===== config.mk =====
export PLATFORM = sky130hd
export DESIGN_NAME = weight_sweep_ctrl
export DESIGN_NICKNAME = d
export VERILOG_FILES = /design/src/rtl/fpgann_pkg.sv /design/src/rtl/weight_sweep_ctrl.sv
export SDC_FILE = /design/constraint.sdc
export NUM_CORES = 1
export LEC_CHECK = 0
export BUFFER_PORTS_ARGS = -buffer_cell sky130_fd_sc_hd__buf_2
export CAP_MARGIN = 30
export CORE_UTILIZATION = 43
export DETAILED_ROUTE_END_ITERATION = 10
export PLACE_DENSITY_LB_ADDON = 0.08
export SYNTH_ARGS = -nofsm -noshare
export SYNTH_HDL_FRONTEND = slang
export SYNTH_SLANG_ARGS = --single-unit

===== constraint.sdc =====
create_clock -name clk -period 1.55 [get_ports clk]
set_input_delay 0.155 -clock clk [delete_from_list [all_inputs] [get_ports clk]]
set_output_delay 0.155 -clock clk [all_outputs]
set_load 0.05 [all_outputs]

===== src/rtl/fpgann_pkg.sv =====
`default_nettype none
// ============================================================================
// fpgann_pkg
// Shared types and constants for the weight sweep sequencer and its users.
// Revision: 1.0
// ============================================================================
package fpgann_pkg;

   typedef enum logic [2:0] {
      IDLE    = 3'd0,
      RD_WAIT = 3'd1,
      INF_OUT = 3'd2,
      TR_WAIT = 3'd3,
      DONE    = 3'd4
   } sweep_state_t;

   typedef enum logic {
      MODE_INFER = 1'b0,
      MODE_TRAIN = 1'b1
   } sweep_mode_t;

   localparam int         IMG_SIZE_DEF  = 256;
   localparam int         CLASSES_DEF   = 10;
   localparam logic [7:0] LEARNING_RATE = 8'h04;

endpackage
`default_nettype wire


===== src/rtl/weight_sweep_ctrl.sv =====
`default_nettype none
// ============================================================================
// weight_sweep_ctrl
// Sweeps every weights_ram address once, either streaming words (INFER) or
// read-modify-writing them against an external delta source (TRAIN).
// Revision: 1.0
// ============================================================================
module weight_sweep_ctrl
   import fpgann_pkg::*;
#(
   parameter int IMG_SIZE = IMG_SIZE_DEF,
   parameter int ADDR_W   = $clog2(IMG_SIZE),
   parameter int RD_LAT   = 1
) (
   input  logic              clk,
   input  logic              rst,
   input  logic              start_infer,
   input  logic              start_train,
   input  logic              abort,
   output logic              busy,
   output logic              done,
   output logic [ADDR_W-1:0] bram_addr,
   output logic              en_update,
   output logic              wt_valid,
   output logic [ADDR_W-1:0] wt_addr,
   output logic              wt_last,
   output logic              delta_ready,
   input  logic              delta_valid
);

   localparam int                 c_LAT_W     = (RD_LAT > 1) ? $clog2(RD_LAT) : 1;
   localparam logic [c_LAT_W-1:0] c_LAT_LAST  = c_LAT_W'(RD_LAT - 1);
   localparam logic [ADDR_W-1:0]  c_LAST_ADDR = ADDR_W'(IMG_SIZE - 1);

   sweep_state_t        r_state, w_state_nxt;
   sweep_mode_t         r_mode, w_mode_nxt;
   logic [ADDR_W-1:0]   r_addr, w_addr_nxt;
   logic [c_LAT_W-1:0]  r_lat_cnt, w_lat_nxt;
   logic                w_step;

   // An address is finished when its word was presented (INFER) or its delta accepted (TRAIN).
   assign w_step = (r_state == INF_OUT) || ((r_state == TR_WAIT) && delta_valid);

   always_comb begin
      w_state_nxt = r_state;
      w_mode_nxt  = r_mode;
      w_addr_nxt  = r_addr;
      w_lat_nxt   = r_lat_cnt;
      if ((r_state != IDLE) && abort) begin
         w_state_nxt = IDLE;
         w_addr_nxt  = '0;
         w_lat_nxt   = '0;
      end else begin
         case (r_state)
            IDLE: begin
               if (start_train) begin
                  w_state_nxt = RD_WAIT;
                  w_mode_nxt  = MODE_TRAIN;
               end else if (start_infer) begin
                  w_state_nxt = RD_WAIT;
                  w_mode_nxt  = MODE_INFER;
               end
            end
            RD_WAIT: begin
               if (r_lat_cnt == c_LAT_LAST) begin
                  w_lat_nxt   = '0;
                  w_state_nxt = (r_mode == MODE_TRAIN) ? TR_WAIT : INF_OUT;
               end else begin
                  w_lat_nxt = r_lat_cnt + 1'b1;
               end
            end
            INF_OUT, TR_WAIT: begin
               if (w_step) begin
                  if (r_addr == c_LAST_ADDR) begin
                     w_state_nxt = DONE;
                  end else begin
                     w_state_nxt = RD_WAIT;
                     w_addr_nxt  = r_addr + 1'b1;
                  end
               end
            end
            default: begin
               w_state_nxt = IDLE;
               w_addr_nxt  = '0;
               w_lat_nxt   = '0;
            end
         endcase
      end
   end

   always_ff @(posedge clk or posedge rst) begin
      if (rst) begin
         r_state   <= IDLE;
         r_mode    <= MODE_INFER;
         r_addr    <= '0;
         r_lat_cnt <= '0;
      end else begin
         r_state   <= w_state_nxt;
         r_mode    <= w_mode_nxt;
         r_addr    <= w_addr_nxt;
         r_lat_cnt <= w_lat_nxt;
      end
   end

   // Every output decodes the state register, so an async reset drops them at once.
   assign busy        = (r_state != IDLE);
   assign done        = (r_state == DONE);
   assign bram_addr   = r_addr;
   assign wt_valid    = (r_state == INF_OUT);
   assign wt_addr     = r_addr;
   assign wt_last     = wt_valid && (r_addr == c_LAST_ADDR);
   assign delta_ready = (r_state == TR_WAIT);
   assign en_update   = delta_ready & delta_valid & ~abort;

endmodule
`default_nettype wire


# After elaboration in Yosys (flattened, before gate mapping)
# Index checks and enable logic that the tools add are counted.
[word_totals]
regBits = 13
output_inout_bits = 22
word_cells = 51
[op_classes]
n_addsub = 2
n_eq_ne = 11
mux = 17
bitwise_logic = 4
reduce_logical = 13
[op_table]
columns = ["operator", "count"]
rows = [
  ["8-bit two-way mux", 3],
  ["3-bit two-way mux", 6],
  ["8-bit one-hot mux with 2 select lines", 1],
  ["3-bit != test, second input constant", 3],
  ["3-bit one-hot mux with 3 select lines", 1],
  ["3-bit AND reduction", 3],
  ["8-bit by 1-bit adder with 8-bit output, second input constant", 1],
  ["8-bit == test, second input constant", 1],
  ["3-bit by 2-bit == test with 1-bit output, second input constant", 2],
  ["1-bit two-way mux", 5],
  ["2-bit by 1-bit != test with 1-bit output, second input constant", 2],
  ["4-bit != test, second input constant", 1],
  ["2-bit OR reduction", 2],
  ["3-bit by 1-bit == test with 1-bit output, second input constant", 1],
  ["3-bit == test, second input constant", 1],
  ["1-bit logical AND", 3],
  ["3-bit logical NOT", 1],
  ["3-bit nonzero test", 1],
  ["3-bit OR reduction", 1],
  ["1-bit bitwise AND", 2],
  ["1-bit NOT", 2],
  ["1-bit one-hot mux with 2 select lines", 1],
  ["2-bit nonzero test", 1],
  ["1-bit adder, second input constant", 1],
  ["1-bit logical OR", 1],
]

# Depth between registers and ports, before layout
[depth]
word_depth = 6
ltp_mapped = 5
depth_no_buf = 5

# Least setup slack after synthesis
# Ideal clock, no wire load.
[synth_timing]
path_type = "flip-flop to output port"
from = "reg r_addr[0], in the netlist bram_addr[0]"
to = "out wt_last"
arrival_ns = 2.523
t_required_ns = 1.395
path_slack_ns = -1.128
path_stages_with_launch = 5
n_path_buf = 0
path_cell_list = "dfrtp_1 ha_1 nand3_2 or2_2 nor3_1"
[synth_via]
elab_chain_len = 2
[synth_rtl]
columns = ["item", "line_no", "text"]
rows = [
  ["start: declaration", "weight_sweep_ctrl.sv:37", "logic [ADDR_W-1:0] r_addr, w_addr_nxt;"],
  ["start signal: assignment", "weight_sweep_ctrl.sv:100", "r_addr <= w_addr_nxt;"],
  ["8-bit == test", "weight_sweep_ctrl.sv:111", "assign wt_last = wt_valid && (r_addr == c_LAST_ADDR);"],
  ["1-bit logical AND", "weight_sweep_ctrl.sv:111", ""],
  ["end: declaration", "weight_sweep_ctrl.sv:26", "output logic wt_last,"],
]
# No other way between the ends.

# Worst setup path after layout
[layout_timing]
from = "reg r_addr[6], in the netlist bram_addr[6]"
to = "out wt_last"
# Same word-level chain as after synthesis.

==> impl_metrics.py <==
metrics = {
    "status": {
        "status": "finished, violations left",
        "violations": "negative setup slack",
    },
    "yosys": {
        "synthTopCellsByCount": "12 x dfrtp_1, 9 x buf_4, 8 x nor2_1, 7 x o21ai_0",
        "yosys.area.top_type": "dfrtp_1",
        "synth_edf_count": 0,
        "syn_nets": 96,
        "synth_seq_area_share": 0.3727,
        "synth.top_cell.area_share": 0.3727,
        "synth_seq_cells": 12,
        "synth-main-ff-cell": "dfrtp_1",
        "ys_top_cells_by_area": "dfrtp_1 37%, buf_4 8.4%, o21ai_0 4.3%",
        "synthCells": 89,
        "yosysWarnings": 0,
        "ys_types": 36,
        "syn-mean-instance-area_um2": 9.054,
        "yosysMostFrequentCell": "dfrtp_1",
        "synth_area_um2": 805.8,
        "synth_async_sr_flop_share": 1.000,
    },
    "placement": {
        "post_dp_cell_area_um2": 1059,
        "dp_hpwl_um": 1555,
        "gp_congestion": 0.7476,
        "io_buffers": 27,
        "dp_slack_ps": 55.97,
    },
    "final_layout": {
        "final_util": 0.7161,
        "syn_to_final_growth_pct": 55.12,
        "final_area_um2": 1250,
        "nets": 142,
        "drive_gt1_frac": 0.6343,
        "antenna_cells": 0,
    },
    "worst_setup_path": {
        "crit_fanout": 3,
        "crit_type": "flop to output pin",
        "crit_arrival_ps": 1530,
        "startpoint": "bram_addr[6]$_DFFE_PP0P_",
        "crit_family": "simple AND/OR/NAND/NOR gates",
        "required_ps": 1390,
        "slowest_delay_ps": 380,
        "r2r_end": "bram_addr[5]$_DFFE_PP0P_",
        "critPathBufInv": 1,
        "critPathCaptureType": "output pin",
        "cp-start-kind": "flop",
        "reg2reg_from": "bram_addr[1]$_DFFE_PP0P_",
        "cp.depth": 4,
        "slowest_stage": "dfrtp_2",
        "r2r_cells": 7,
        "crit_end": "wt_last",
        "ff2ff_setup_slack_ps": -130,
        "path_cells": "nand4_1, or2_4, nor3_4, buf_6",
    },
    "power_and_ir_drop": {
        "max-vdd-ir-drop_uv": 990.0,
        "power_mw": 1.560,
        "p_per_area_nw_per_um2": 1248,
        "p_leak_nw": 0.6045,
    },
    "clock_tree": {
        "clockBufferDepth": 2,
        "cts.clk_slew.worst_paths_ps": 90,
        "cts.sinks": 12,
        "cts_root_buffer": "clkbuf_4",
        "insertion_delay_ps": 290,
        "cts_buffers": 3,
        "cts_tree": "yes",
        "cts_max_level": 1,
    },
    "sta": {
        "finalCritPeriodShare": 1.086,
        "worst_slack_ps": -133.5,
        "fin_skew_ps": 0.7009,
        "worstMarginPinSlew_ps": 491.6,
        "final.min_clock_period_ps": 1683,
        "report.final.slew_viol_count": 0,
        "slew_headroom": 0.6719,
        "rsz0062_at_grt": "yes",
        "max_freq_ghz": 0.5940,
        "hold_violations": 0,
        "finalSetupViolations": 10,
    },
    "routing": {
        "drc": 0,
        "ant_nets": 0,
        "drt-total-wl_um": 2467,
        "viasPerCell": 5.553,
        "routed-via-count": 883,
        "avgRoutedWirePerCell_um": 15.52,
        "drt_iter0_drc": 19,
        "dr.pass1.iters": 4,
    },
    "global_routing": {
        "grt_overflow": 0,
        "grt_max_degree": 13,
        "grt_pass1_wl_um": 3318,
        "first_global_vias": 715,
        "grtUsageTotal": 0.2337,
        "antenna_found_initial": 0,
    },
    "die": {
        "coreArea_um2": 1745,
        "ios": 28,
        "dieWidth_um": 45.29,
        "initial_core_util": 0.4616,
        "die_h_um": 45.29,
        "rows": 15,
        "dieArea_um2": 2051,
    },
    "flow_run": {
        "drv_cap": 0,
    },
    "min_path": {
        "hold_class": "input port to flop",
    },
}
==> per-layer routing <==
layer	track usage	wire length, µm
met4	0.1455	93
met2	0.3565	1207
met3	0.03200	100
met1	0.3102	1064
met5	0	0
==> layout make-up <==
cell class,count,area (µm²)
Sequential cell,12,314.1
Timing Repair Buffer,52,346.6
Fill cell,141,495.5
Clock buffer,4,36.28
Tap cell,25,31.28
Inverter,6,22.52
Multi-Input combinational cell,60,499.2
==> cells in the final DEF, fill, tap and decap left out, types with 2 or more instances in the layout <==
cell type,n
and3_1,3
o31ai_1,2
nand4_1,2
clkbuf_4,5
buf_2,22
buf_6,3
o21ai_2,3
nand2b_1,3
inv_1,6
buf_4,23
nand2_1,5
a221o_1,2
o21ai_0,3
nor2_1,7
dfrtp_2,11
nor3_4,2
o21a_1,2
==> per-stage QoR <==
step / cells / setup TNS, ps / hold WS (ps)
6_report: 159 / -930.3 / 87.92
5_1_grt: 159 / -1558 / 102.1
2_1_floorplan: 89 / -1176 / 19.16
4_1_cts: 152 / -544.5 / 95.15
3_3_place_gp: 143 / 0 / 203.8
3_5_place_dp: 143 / 0 / 200.2
==> repair_timing <==
action,4_1_cts,5_1_grt
setup buffers,4,7
setup endpoints to repair,6,15
endpoints found under the hold margin,12,0
gates resized for setup,7,13
hold buffers,1,0
pin swaps,3,7
==> power breakdown <==
part | internal [mW] | switching, mW | leakage (nW)
clock | 0.143 | 0.129 | 0.0210
combinational | 0.315 | 0.548 | 0.439
sequential | 0.371 | 0.0535 | 0.144
==> worst min-delay path by stage <==
stage	from	to	slack (ps)	cells after the start
floorplan	rst	r_mode$_DFFE_PP0P_	20	1
global placement	rst	r_state[0]$_DFFE_PP0P_	200	2
CTS	delta_valid	r_state[0]$_DFFE_PP0P_	100	2
detailed placement	rst	r_state[0]$_DFFE_PP0P_	200	2
global route	delta_valid	r_state[0]$_DFFE_PP0P_	100	2
finish	delta_valid	r_state[0]$_DFFE_PP0P_	90	2
==> state kept, by name (all words and copies together) (netlist names) <==
register,count
r_mode,1
r_state,3
bram_addr,8
==> cell families (layout without fill, tap and decap cells) <==
| group | after synthesis | in the layout | synth area share |
|---|---|---|---|
| simple gates | 35 | 35 | 0.2407 |
| flops | 12 | 12 | 0.3727 |
| fa+ha+maj | 1 | 1 | 0.01553 |
| buf+inv | 17 | 62 | 0.1242 |
| compound gates | 24 | 24 | 0.2469 |
(Power assumes the default switching activity.)
